`src/rtl/dmem_pkg.sv`:
```
// Shared definitions for the data-memory controller:
// funct3 codes, FSM states, store lane helpers.
package dmem_pkg;

  localparam int unsigned TIMEOUT_DEF = 15;

  localparam logic [2:0] F3_B  = 3'b000;
  localparam logic [2:0] F3_H  = 3'b001;
  localparam logic [2:0] F3_W  = 3'b010;
  localparam logic [2:0] F3_BU = 3'b100;
  localparam logic [2:0] F3_HU = 3'b101;

  typedef enum logic [1:0] {
    S_IDLE = 2'd0,
    S_REQ  = 2'd1,
    S_WAIT = 2'd2,
    S_DONE = 2'd3
  } state_t;

  function automatic logic op_legal(
    input logic       we,
    input logic [2:0] f3,
    input logic [1:0] a
  );
    logic ok;
    ok = 1'b0;
    case (f3)
      F3_B, F3_BU: ok = 1'b1;
      F3_H, F3_HU: ok = ~a[0];
      F3_W:        ok = (a == 2'b00);
      default:     ok = 1'b0;
    endcase
    // unsigned stores do not exist
    if (we && f3[2]) ok = 1'b0;
    return ok;
  endfunction

  function automatic logic [3:0] store_be(
    input logic [2:0] f3,
    input logic [1:0] a
  );
    logic [3:0] be;
    be = 4'b0000;
    unique case (1'b1)
      (f3[1:0] == 2'b00): be = 4'b0001 << a;
      (f3[1:0] == 2'b01): be = a[1] ? 4'b1100 : 4'b0011;
      default:            be = 4'b1111;
    endcase
    return be;
  endfunction

  function automatic logic [31:0] store_data(
    input logic [2:0]  f3,
    input logic [31:0] wd
  );
    logic [31:0] d;
    d = wd;
    unique case (1'b1)
      (f3[1:0] == 2'b00): d = {4{wd[7:0]}};
      (f3[1:0] == 2'b01): d = {2{wd[15:0]}};
      default:            d = wd;
    endcase
    return d;
  endfunction

endpackage

```
`src/rtl/load_align.sv`:
```
// Picks the addressed byte/half out of a read word
// and sign- or zero-extends it.
module load_align
  import dmem_pkg::*;
(
  input  logic [2:0]  funct3,
  input  logic [1:0]  addr_lo,
  input  logic [31:0] word,
  output logic [31:0] result
);

  logic [7:0]  b;
  logic [15:0] h;

  always_comb begin
    b = word[7:0];
    unique case (addr_lo)
      2'd0: b = word[7:0];
      2'd1: b = word[15:8];
      2'd2: b = word[23:16];
      2'd3: b = word[31:24];
      default: b = word[7:0];
    endcase
    h = addr_lo[1] ? word[31:16] : word[15:0];
  end

  always_comb begin
    result = 32'd0;
    case (funct3)
      F3_B:    result = {{24{b[7]}}, b};
      F3_H:    result = {{16{h[15]}}, h};
      F3_W:    result = word;
      F3_BU:   result = {24'd0, b};
      F3_HU:   result = {16'd0, h};
      default: result = 32'd0;
    endcase
  end

endmodule

```
`src/rtl/dmem_ctrl.sv`:
```
// Load/store unit bus master: one outstanding op,
// stalls the pipeline until the bus completes or times out.
module dmem_ctrl
  import dmem_pkg::*;
#(
  parameter int unsigned TIMEOUT = TIMEOUT_DEF
) (
  input  logic        clk_i,
  input  logic        rst_i,
  input  logic        req_i,
  input  logic        we_i,
  input  logic [2:0]  funct3_i,
  input  logic [31:0] addr_i,
  input  logic [31:0] wdata_i,
  output logic        stall_o,
  output logic        done_o,
  output logic [31:0] rdata_o,
  output logic        misalign_o,
  output logic        err_o,
  output logic        d_req_o,
  output logic [31:0] d_addr_o,
  output logic [3:0]  d_we_o,
  output logic [31:0] d_wdata_o,
  input  logic        d_gnt_i,
  input  logic        d_rvalid_i,
  input  logic [31:0] d_rdata_i
);

  localparam logic [3:0] TO = 4'(TIMEOUT);

  state_t      state_q, state_d;
  logic        we_q;
  logic [2:0]  f3_q;
  logic [31:0] addr_q;
  logic [31:0] wdata_q;
  logic [31:0] rdata_q;
  logic [3:0]  cnt_q;
  logic        err_q;
  logic        mis_q;

  logic        legal;
  logic        accept;
  logic        illegal;
  logic        capture;
  logic        tmo_hit;
  logic [31:0] aligned;

  assign legal = op_legal(we_i, funct3_i, addr_i[1:0]);

  load_align u_align (
    .funct3  (f3_q),
    .addr_lo (addr_q[1:0]),
    .word    (d_rdata_i),
    .result  (aligned)
  );

  always_ff @(posedge clk_i) begin
    if (rst_i) state_q <= S_IDLE;
    else       state_q <= state_d;
  end

  always_comb begin
    state_d = state_q;
    stall_o = 1'b0;
    done_o  = 1'b0;
    d_req_o = 1'b0;
    accept  = 1'b0;
    illegal = 1'b0;
    capture = 1'b0;
    tmo_hit = 1'b0;
    unique case (state_q)
      S_IDLE: begin
        if (req_i && !rst_i) begin
          if (legal) begin
            accept  = 1'b1;
            stall_o = 1'b1;
            state_d = S_REQ;
          end else begin
            illegal = 1'b1;
          end
        end
      end
      S_REQ: begin
        stall_o = 1'b1;
        d_req_o = 1'b1;
        if (d_gnt_i) state_d = we_q ? S_DONE : S_WAIT;
      end
      S_WAIT: begin
        stall_o = 1'b1;
        if (d_rvalid_i) begin
          capture = 1'b1;
          state_d = S_DONE;
        end else if (cnt_q == TO) begin
          tmo_hit = 1'b1;
          state_d = S_DONE;
        end
      end
      S_DONE: begin
        done_o  = 1'b1;
        state_d = S_IDLE;
      end
      default: state_d = S_IDLE;
    endcase
  end

  always_ff @(posedge clk_i) begin
    if (rst_i) begin
      we_q    <= 1'b0;
      f3_q    <= 3'd0;
      addr_q  <= 32'd0;
      wdata_q <= 32'd0;
      rdata_q <= 32'd0;
      cnt_q   <= 4'd0;
      err_q   <= 1'b0;
      mis_q   <= 1'b0;
    end else begin
      mis_q <= illegal;
      if (accept) begin
        we_q    <= we_i;
        f3_q    <= funct3_i;
        addr_q  <= addr_i;
        wdata_q <= wdata_i;
        rdata_q <= 32'd0;
        err_q   <= 1'b0;
        cnt_q   <= 4'd1;
      end
      if (state_q == S_WAIT && !capture && !tmo_hit)
        cnt_q <= cnt_q + 4'd1;
      if (capture) rdata_q <= aligned;
      // a timed-out load completes with zero data
      if (tmo_hit) begin
        err_q   <= 1'b1;
        rdata_q <= 32'd0;
      end
    end
  end

  assign err_o      = done_o & err_q;
  assign rdata_o    = done_o ? rdata_q : 32'd0;
  assign misalign_o = mis_q;

  assign d_addr_o  = d_req_o ? {addr_q[31:2], 2'b00} : 32'd0;
  assign d_we_o    = (d_req_o && we_q) ?
                     store_be(f3_q, addr_q[1:0]) : 4'b0000;
  assign d_wdata_o = (d_req_o && we_q) ?
                     store_data(f3_q, wdata_q) : 32'd0;

endmodule

```
`config.mk`:
```
export PLATFORM = sky130hd
export DESIGN_NAME = dmem_ctrl
export DESIGN_NICKNAME = d
export VERILOG_FILES = /design/src/rtl/dmem_pkg.sv /design/src/rtl/load_align.sv /design/src/rtl/dmem_ctrl.sv
export SDC_FILE = /design/constraint.sdc
export NUM_CORES = 1
export LEC_CHECK = 0
export ABC_AREA = 1
export BUFFER_PORTS_ARGS = -buffer_cell sky130_fd_sc_hd__buf_4
export CORE_MARGIN = 10
export CORE_UTILIZATION = 54
export DETAILED_ROUTE_END_ITERATION = 16
export PLACE_DENSITY = 0.89
export SLEW_MARGIN = 20
export SYNTH_ARGS = -nofsm -noshare
export SYNTH_HDL_FRONTEND = slang
export SYNTH_SLANG_ARGS = --single-unit
```
`constraint.sdc`:
```
create_clock -name clk_i -period 3.12 [get_ports clk_i]
set_clock_uncertainty 0.15 [all_clocks]
set_input_delay 0.78 -clock clk_i [delete_from_list [all_inputs] [get_ports clk_i]]
set_output_delay 0.78 -clock clk_i [all_outputs]
set_load 0.05 [all_outputs]
```
Word level (Yosys, flattened, before mapping)
Index checks and enable logic that the tools add are counted.
{"block": "classes", "n_eq_ne": 20, "addsub": 1, "n_reduce_logical": 23, "n_mux": 37, "shifts": 1, "n_bitwise": 4}
{"cell": "$mux W32", "count": 5}
{"cell": "$pmux W32 S5", "count": 1}
{"cell": "$pmux W32 S2", "count": 1}
{"cell": "$pmux W8 S4", "count": 1}
{"cell": "$mux W16", "count": 1}
{"cell": "$mux W4", "count": 4}
{"cell": "$mux W1", "count": 15}
{"cell": "$eq A3 B3 Y1 const B", "count": 4}
{"cell": "$mux W2", "count": 5}
{"cell": "$eq A2 B2 Y1 const B", "count": 4}
{"cell": "$logic_not A2 Y1", "count": 4}
{"cell": "$pmux W2 S4", "count": 1}
{"cell": "$pmux W4 S2", "count": 1}
{"cell": "$reduce_or A2 Y1", "count": 4}
{"cell": "$eq A2 B1 Y1 const B", "count": 3}
{"cell": "$eq A3 B1 Y1 const B", "count": 2}
{"cell": "$eq A3 B2 Y1 const B", "count": 2}
{"cell": "$logic_not A3 Y1", "count": 2}
{"cell": "$ne A2 B2 Y1 const B", "count": 3}
{"cell": "$reduce_bool A2 Y1", "count": 3}
{"cell": "$logic_and A1 B1 Y1", "count": 5}
{"cell": "$add A4 B1 Y4 const B", "count": 1}
{"cell": "$eq A4 B4 Y1 const B", "count": 1}
{"cell": "$reduce_and A4 Y1", "count": 1}
{"cell": "other kinds (8)", "count": 12}
{"block": "totals", "inputBits": 105, "wordCells": 95, "regBits": 108, "output_inout_bits": 105}

Longest topological paths before layout
Gate-level depths: netlist (run 1).
{"block": "depth", "depth_word": 9, "depth_mapped": 11, "depth_no_buf": 10}

Hierarchy
From an unflattened synthesis (run 1), not the netlist that was laid out.
{"block": "unflattened", "cells_unflattened": 1026, "hier_area_um2": 6273.5}
{"mod": "dmem_ctrl", "instances": 1, "seq_area_each_um2": 2162.1, "cells_per_inst": 771, "area_each_um2": 5193.7}
{"mod": "load_align", "instances": 1, "seq_area_each_um2": 0.0, "cells_per_inst": 255, "area_each_um2": 1079.8}

Worst setup path before layout (run 1)
No wires, ideal clock.
{"block": "synth_path", "path_type": "reg-to-output", "from": "reg state_q[1]", "to": "out d_wdata_o[15]", "stages_incl_launch_ff": 6, "n_path_buf": 1, "arrival_ns": 2.647, "path_slack_ns": -0.457, "t_required_ns": 2.190, "cell_sequence": "dfxtp_1 -> inv_1 -> ha_1 -> nand2_1 -> clkbuf_1 -> a211oi_1"}
{"block": "synth_between", "elab_chain_cells": 4}
{"item": "start: declaration", "line": "dmem_ctrl.sv:31", "rtl": "state_t state_q, state_d;"}
{"item": "start signal: assignment", "line": "dmem_ctrl.sv:59", "rtl": "else state_q <= state_d;"}
{"item": "$eq A2 B1 Y1", "line": "dmem_ctrl.sv:71", "rtl": "unique case (state_q)"}
{"item": "$mux W1", "line": "dmem_ctrl.sv:71"}
{"item": "net d_req_o", "line": "dmem_ctrl.sv:20", "rtl": "output logic d_req_o,"}
{"item": "$logic_and A1 B1 Y1", "line": "dmem_ctrl.sv:145", "rtl": "assign d_wdata_o = (d_req_o && we_q) ?"}
{"item": "$mux W32", "line": "dmem_ctrl.sv:145"}
{"item": "end: declaration", "line": "dmem_ctrl.sv:23", "rtl": "output logic [31:0] d_wdata_o,"}
The timed path passes the listed nets, and every way through them passes these cells.

Final worst setup path (run 1)
{"block": "layout_path", "from": "reg state_q[1]", "to": "out d_wdata_o[11]"}
{"block": "layout_between", "elab_chain_cells": 4}
{"item": "$eq A2 B1 Y1", "line": "dmem_ctrl.sv:71"}
{"item": "$mux W1", "line": "dmem_ctrl.sv:71"}
{"item": "$logic_and A1 B1 Y1", "line": "dmem_ctrl.sv:145"}
{"item": "$mux W32", "line": "dmem_ctrl.sv:145"}
Every way passes these cells.

==> out/metrics.yaml, run 1 <==
status: "complete, no violations"
multi_input_area_mm2: 0.002766
layout.nets: 1209
grt_overflow: 0
maxCapViolCount: 0
drv_slew: 0
timing.fmax_ghz: 0.3345
endpoint: "d_wdata_o[11]"
crit_path_start_kind: "flip-flop"
netlist_area_mm2: 0.005864
grt_pass1_wl_um: 29190
area_growth_syn_to_layout_pct: 30.64
r2r_slack_ns: 0.99
die_h_um: 124.2
crit_path_max_incr_delay_ns: 0.38
ctsHoldBuffers: 0
antenna_left: 0
max_slew_margin: 0.3555
synth_seq_cells: 108
clk_pin_slew_ns: 0.10
reg2regPathDepth: 6
fill_cells: 905
clock_power_share: 0.273
fp-row-count: 37
layout_min_cycle_time_ns: 2.990
core-area_mm2: 0.01046
syn_inst: 925
grt_max_degree: 174
fin_crit_sh: 0.9582
crit_family: "buffers and inverters"
p_leak_nw: 3.981
gp_congestion: 0.9528
peakVddDrop_v: 0.0003878
seqPwrFrac: 0.461
crit_chain: "inv_1, ha_1, nand2_2, clkinvlp_4, o21ai_0, o21ai_0, o21ai_0, inv_1, buf_4"
power.internal_mw: 2.191
finalPower_mw: 3.319
clkLatencyLatePin_ns: 0.38
wl_per_cell_um: 14.87
seqCellArea_mm2: 0.002163
dr.first_iter.drc_count: 567
num_io_pins: 210
vias_per_cell: 5.134
antenna_cells: 0
track_usage: 0.2199
hold_violations: 0
critPathSlowestCell: "dfxtp_2"
clock-sinks: 108
cp_common_cell: "o21ai_0"
ys_types: 28
port_buffers: 207
r2r_start: "state_q[0]$_SDFFE_PP0P_"
dr.pass1.iters: 5
cp_num_cells: 9
htree_num_levels: 3
r2r_end: "addr_q[0]$_SDFFE_PP0P_"
die_x_um: 124.2
path_buf_inv: 4
die_area_mm2: 0.01543
power.density_mw_per_mm2: 433.3
p_sw_mw: 1.128
synth_warnings: 0
grt_pass1_vias: 5835
wl_um: 18420
cts-root-buf: "clkbuf_8"
hold_class: "flip-flop to flip-flop"
vias: 6356
rsz0062_at_grt: "true"
finalSetupViolations: 0
p_sw_frac: 0.3399
drive_above_1_share: 0.2523
cp_max_fo: 5
cts_buffer_depth: 2
grt_antenna_before_repair: 0
criticalPathCategory: "flip-flop to output pin"
avgSynthCellArea_um2: 6.340
crit_path_start: "state_q[1]$_SDFFE_PP0P_"
cts_buffers: 9
timing.hold.ws_ns: 0.3002
cp-end-kind: "output pin"
max_slew.worst_pin.slew_ns: 0.9657
crit_required_ns: 2.19
synth_sequential_area_ratio: 0.3687
pwr-share-comb: 0.266
cts_tree: "built"
arrival_ns: 2.06
initial_core_util: 0.5605
drc: 0
hpwl_um: 13560
-- worst min path at each step --
stage                                         from                  endpoint  slack (ns)  cells after the start
after floorplan           wdata_q[23]$_SDFFE_PP0P_  wdata_q[23]$_SDFFE_PP0P_        0.27                      2
after global placement    wdata_q[23]$_SDFFE_PP0P_  wdata_q[23]$_SDFFE_PP0P_        0.28                      2
after detailed placement    addr_q[9]$_SDFFE_PP0P_    addr_q[9]$_SDFFE_PP0P_        0.28                      2
after CTS                   addr_q[9]$_SDFFE_PP0P_    addr_q[9]$_SDFFE_PP0P_        0.30                      2
after global routing       addr_q[15]$_SDFFE_PP0P_   addr_q[15]$_SDFFE_PP0P_        0.32                      2
final                       addr_q[7]$_SDFFE_PP0P_    addr_q[7]$_SDFFE_PP0P_        0.30                      2
-- cells in the mapped netlist --
library cell | number | area (um2)
buf_6 | 5 | 56.30
dfxtp_1 | 108 | 2162
clkbuf_1 | 26 | 97.59
inv_2 | 5 | 18.77
a21oi_1 | 127 | 635.6
nand2_2 | 6 | 37.54
o22ai_1 | 1 | 6.260
nand2_1 | 206 | 773.2
nor2_4 | 2 | 22.52
xnor2_1 | 1 | 8.760
nand3_2 | 1 | 10.01
nand4_1 | 1 | 6.260
o21bai_1 | 1 | 7.510
buf_4 | 10 | 75.07
nand3b_1 | 2 | 15.01
nor2_1 | 59 | 221.5
o21ai_0 | 91 | 455.4
conb_1 | 1 | 3.750
a211oi_1 | 2 | 15.01
ha_1 | 6 | 75.07
buf_1 | 2 | 7.510
o221a_2 | 7 | 78.83
nor2_2 | 1 | 6.260
buf_2 | 16 | 80.08
or2_2 | 7 | 43.79
nand2_4 | 1 | 11.26
inv_1 | 174 | 653.1
nand3_1 | 56 | 280.3
-- metrics by stage --
stage	instance area [um2]	cells	util	setup slack, ns	setup TNS [ns]
floorplan	5902	926	-	-0.4569	-0.9202
finish	7661	1238	0.7322	0.1305	0
CTS	7642	1236	0.7304	0.003920	0
global placement	7415	1219	0.7087	0.4877	0
global route	7661	1238	0.7322	-0.01415	-0.03212
detailed placement	7415	1219	0.7087	0.4354	0
-- cell usage in the layout, fill, tap and decap left out, types with 2 or more instances in the layout --
master      instances
buf_4             217
nand2_1           205
inv_1             173
a21oi_1           118
dfxtp_1           107
o21ai_0            87
nor2_1             59
nand3_1            55
clkbuf_8           11
a21oi_2             9
nand2_2             7
o221a_2             7
or2_2               7
ha_1                6
inv_2               5
o21ai_1             4
clkinvlp_4          3
nand3b_1            2
nor2_4              2
a211oi_1            2
conb_1              2
buf_12              2
-- logic make-up (layout without fill, tap and decap cells) --
kind of cell             count (synthesis)  in the layout  synth area share
AO/OA/AOI/OAI                          229            229            0.2044
XOR/XNOR                                 1              1          0.001494
adder cells (fa/ha/maj)                  6              6           0.01280
buffers and inverters                  238            414            0.1686
flip-flops                             108            108            0.3687
other                                    1              2         0.0006395
AND/OR/NAND/NOR                        342            342            0.2434
-- layer usage --
metal	global-route usage	wire length (um)	vias to the layer above
met4	0.08316	553	0
met2	0.3642	8582	286
met1	0.2592	7576	2831
met5	0	0	-
li1	-	-	3201
met3	0.06924	1702	38
-- tightest hold or removal path, cell delays in order (launching register included) --
cell and delay, ns:
dfxtp_1 0.32, inv_1 0.05, a21oi_1 0.05
-- flip-flops by register name, summed over array words and instances (netlist names) --
name and count:
rdata_q 32, f3_q 3, we_q 1, misalign_o 1, addr_q 32, cnt_q 4, wdata_q 32, state_q 2
err_q 1
-- power groups by stage --
stage | registers, mW | logic, mW | clock network [mW]
2_1_floorplan | 1.55 | 0.617 | 0
3_3_place_gp | 1.56 | 0.864 | 0
3_5_place_dp | 1.56 | 0.874 | 0
4_1_cts | 1.53 | 0.880 | 0.923
5_1_grt | 1.54 | 0.978 | 0.974
6_report | 1.53 | 0.884 | 0.906
-- final cells by class --
cell class / count / area share
Clock inverter: 4 / 0.007513
Timing Repair Buffer: 219 / 0.2179
Tap cell: 136 / 0.02221
Inverter: 179 / 0.08819
Multi-Input combinational cell: 580 / 0.3611
Clock buffer: 11 / 0.01976
Timing Repair inverter: 1 / 0.0009799
Sequential cell: 108 / 0.2824
-- what timing repair did --
| item | CTS | global route |
|---|---|---|
| pin swaps | 0 | 0 |
| cloned | 0 | 1 |
| buffers inserted | 2 | 1 |
| gates resized for setup | 1 | 7 |
| setup endpoints to repair | 4 | 14 |
(Power assumes the default switching activity.)
==> run 2, diff against run 1 <==
- PLACE_DENSITY: 0.89 -> not set
- PLACE_DENSITY_LB_ADDON: not set -> 0.2
==> run 2 against run 1 <==
Via count shrank 0.60%. Sequential share of layout area about the same. Largest cell class unchanged. Highest routed layer unchanged. Critical path depth is the same.
==> out/metrics.yaml, run 2 (synthesis results as in run 1) <==
crit_path_start: "state_q[1]$_SDFFE_PP0P_"
clock-sinks: 108  # unchanged
cp_common_cell: "buf_4"
initial_core_util: 0.5605  # unchanged
finalPower_mw: 3.347  # +0.84%
grt_pass1_vias: 5690  # -2.5%
dr.first_iter.drc_count: 485  # -14%
grt_antenna_before_repair: 0  # unchanged
dr.pass1.iters: 5  # unchanged
grt_max_degree: 174  # unchanged
crit_chain: "inv_1, ha_1, nand2_2, clkinvlp_4, buf_4, o21ai_0, o21ai_1, o221a_2, buf_4"
die_x_um: 124.2  # unchanged
cts_tree: "built"
port_buffers: 207  # unchanged
gr-usage-met3: 0.06372  # -0.005523
r2r_start: "state_q[0]$_SDFFE_PP0P_"
gp_congestion: 0.8747  # -8.2%
antenna_left: 0  # unchanged
min_to: "addr_q[11]$_SDFFE_PP0P_"
drive_above_1_share: 0.2529  # +0.0006779
status: "complete, no violations"
cts-root-buf: "clkbuf_8"
grt_pass1_wl_um: 28370  # -2.8%
final_cell_mix: "217 x buf_4, 205 x nand2_1, 173 x inv_1"
num_io_pins: 210  # unchanged
crit_path_start_kind: "flip-flop"
hold_violations: 0  # unchanged
max_slew.worst_pin.slew_ns: 0.9724  # +0.006684 ns
critPathSlowestCell: "dfxtp_4"
hold_depth: 2  # unchanged
peakVddDrop_v: 0.0004179  # +7.8%
wl_um: 18120  # -1.6%
track_usage: 0.2140  # -0.005884
vias_per_cell: 5.099  # -0.68%
layout.nets: 1209  # unchanged
hold_class: "flip-flop to flip-flop"
p_leak_nw: 3.992  # +0.28%
crit_path_max_incr_delay_ns: 0.38  # about the same
clkLatencyLatePin_ns: 0.37  # about the same
maxCapViolCount: 0  # unchanged
grtUsageMet1: 0.2712  # +0.01205
r2r_end: "rdata_q[8]$_SDFFE_PP0P_"
finalSetupViolations: 0  # unchanged
busiest_layer: "met2"
fp-row-count: 37  # unchanged
crit_required_ns: 2.19  # about the same
ctsHoldBuffers: 0  # unchanged
core-area_mm2: 0.01046  # unchanged
layout_min_cycle_time_ns: 3.010  # +0.02004 ns
max_slew_margin: 0.3510  # -0.004461
arrival_ns: 2.08  # +0.02 ns
cp_max_fo: 7  # +2
clk_pin_slew_ns: 0.12  # +0.02 ns
die_area_mm2: 0.01543  # unchanged
cp-end-kind: "output pin"
antenna_cells: 0  # unchanged
fin_crit_sh: 0.9646  # +0.006423
grt_overflow: 0  # unchanged
reg2regPathDepth: 6  # unchanged
cts_buffers: 9  # unchanged
timing.fmax_ghz: 0.3323  # -0.67%
timing.hold.ws_ns: 0.3011  # +0.0008690 ns
die_h_um: 124.2  # unchanged
reg.largest.list: "addr_q x32, rdata_q x32, wdata_q x32"
grtUsageMet2: 0.3352  # -0.02901
htree_num_levels: 3  # unchanged
power.density_mw_per_mm2: 435.9  # +0.61%
drv_slew: 0  # unchanged
hp-start: "addr_q[11]$_SDFFE_PP0P_"
cts_buffer_depth: 2  # unchanged
hpwl_um: 13100  # -3.4%
mostFrequentLayoutCell: "buf_4"
utilization: 0.7339  # +0.001674
criticalPathCategory: "flip-flop to output pin"
r2r_slack_ns: 1.01  # +0.02 ns
vias: 6318  # -0.60%
wl_per_cell_um: 14.63  # -1.7%
drc: 0  # unchanged
area_growth_syn_to_layout_pct: 30.94
[run 2: stage by stage]
step / TNS (ns) / setup WS (ns) / cells / cell area (um2)
2_1_floorplan: -0.9202 / -0.4569 / 926 / 5902
3_3_place_gp: 0 / 0.5070 / 1219 / 7415
3_5_place_dp: 0 / 0.4212 / 1219 / 7415
4_1_cts: 0 / 0.01133 / 1235 / 7635
5_1_grt: -0.04433 / -0.01425 / 1239 / 7679
6_report: 0 / 0.1104 / 1239 / 7679
[run 2: layout make-up]
class / count / area (um2)
Clock buffer: 10 / 137.6
Clock inverter: 6 / 82.58
Fill cell: 938 / 2784
Inverter: 179 / 675.6
Multi-Input combinational cell: 580 / 2766
Sequential cell: 108 / 2166
Tap cell: 136 / 170.2
Timing Repair Buffer: 220 / 1680
[run 2: how the worst max path moves through the flow]
stage	cells after the start	end	slack (ns)
6_report	9	d_wdata_o[29]	0.11
2_1_floorplan	5	d_wdata_o[15]	-0.46
3_3_place_gp	8	d_wdata_o[29]	0.51
5_1_grt	10	d_wdata_o[13]	-0.01
4_1_cts	8	d_wdata_o[26]	0.01
3_5_place_dp	8	d_wdata_o[26]	0.42
[run 2: critical path: cells and delay by family, from the launching register on]
family          cells  cell delay, ns
fa+ha+maj           1            0.20
flops               1            0.38
compound gates      3            0.39
buf+inv             4            0.64
simple gates        1            0.10
[run 2: power by group]
group / internal (mW) / leakage (nW) / switching (mW)
clock network: 0.410 / 0.108 / 0.523
logic: 0.303 / 3.01 / 0.580
registers: 1.47 / 0.877 / 0.0593
total: 2.19 / 3.99 / 1.16
[run 2: repair_timing]
action | in CTS | in global routing
resized for setup | 0 | 10
buffers inserted | 0 | 4
hold endpoints to repair | 0 | 0
setup endpoints to repair | 0 | 14
[run 2: metal layers]
metal,up-vias,wire length [um]
met3,41,1744
met1,2784,7632
met5,-,0
met2,280,8209
li1,3213,-
met4,0,536
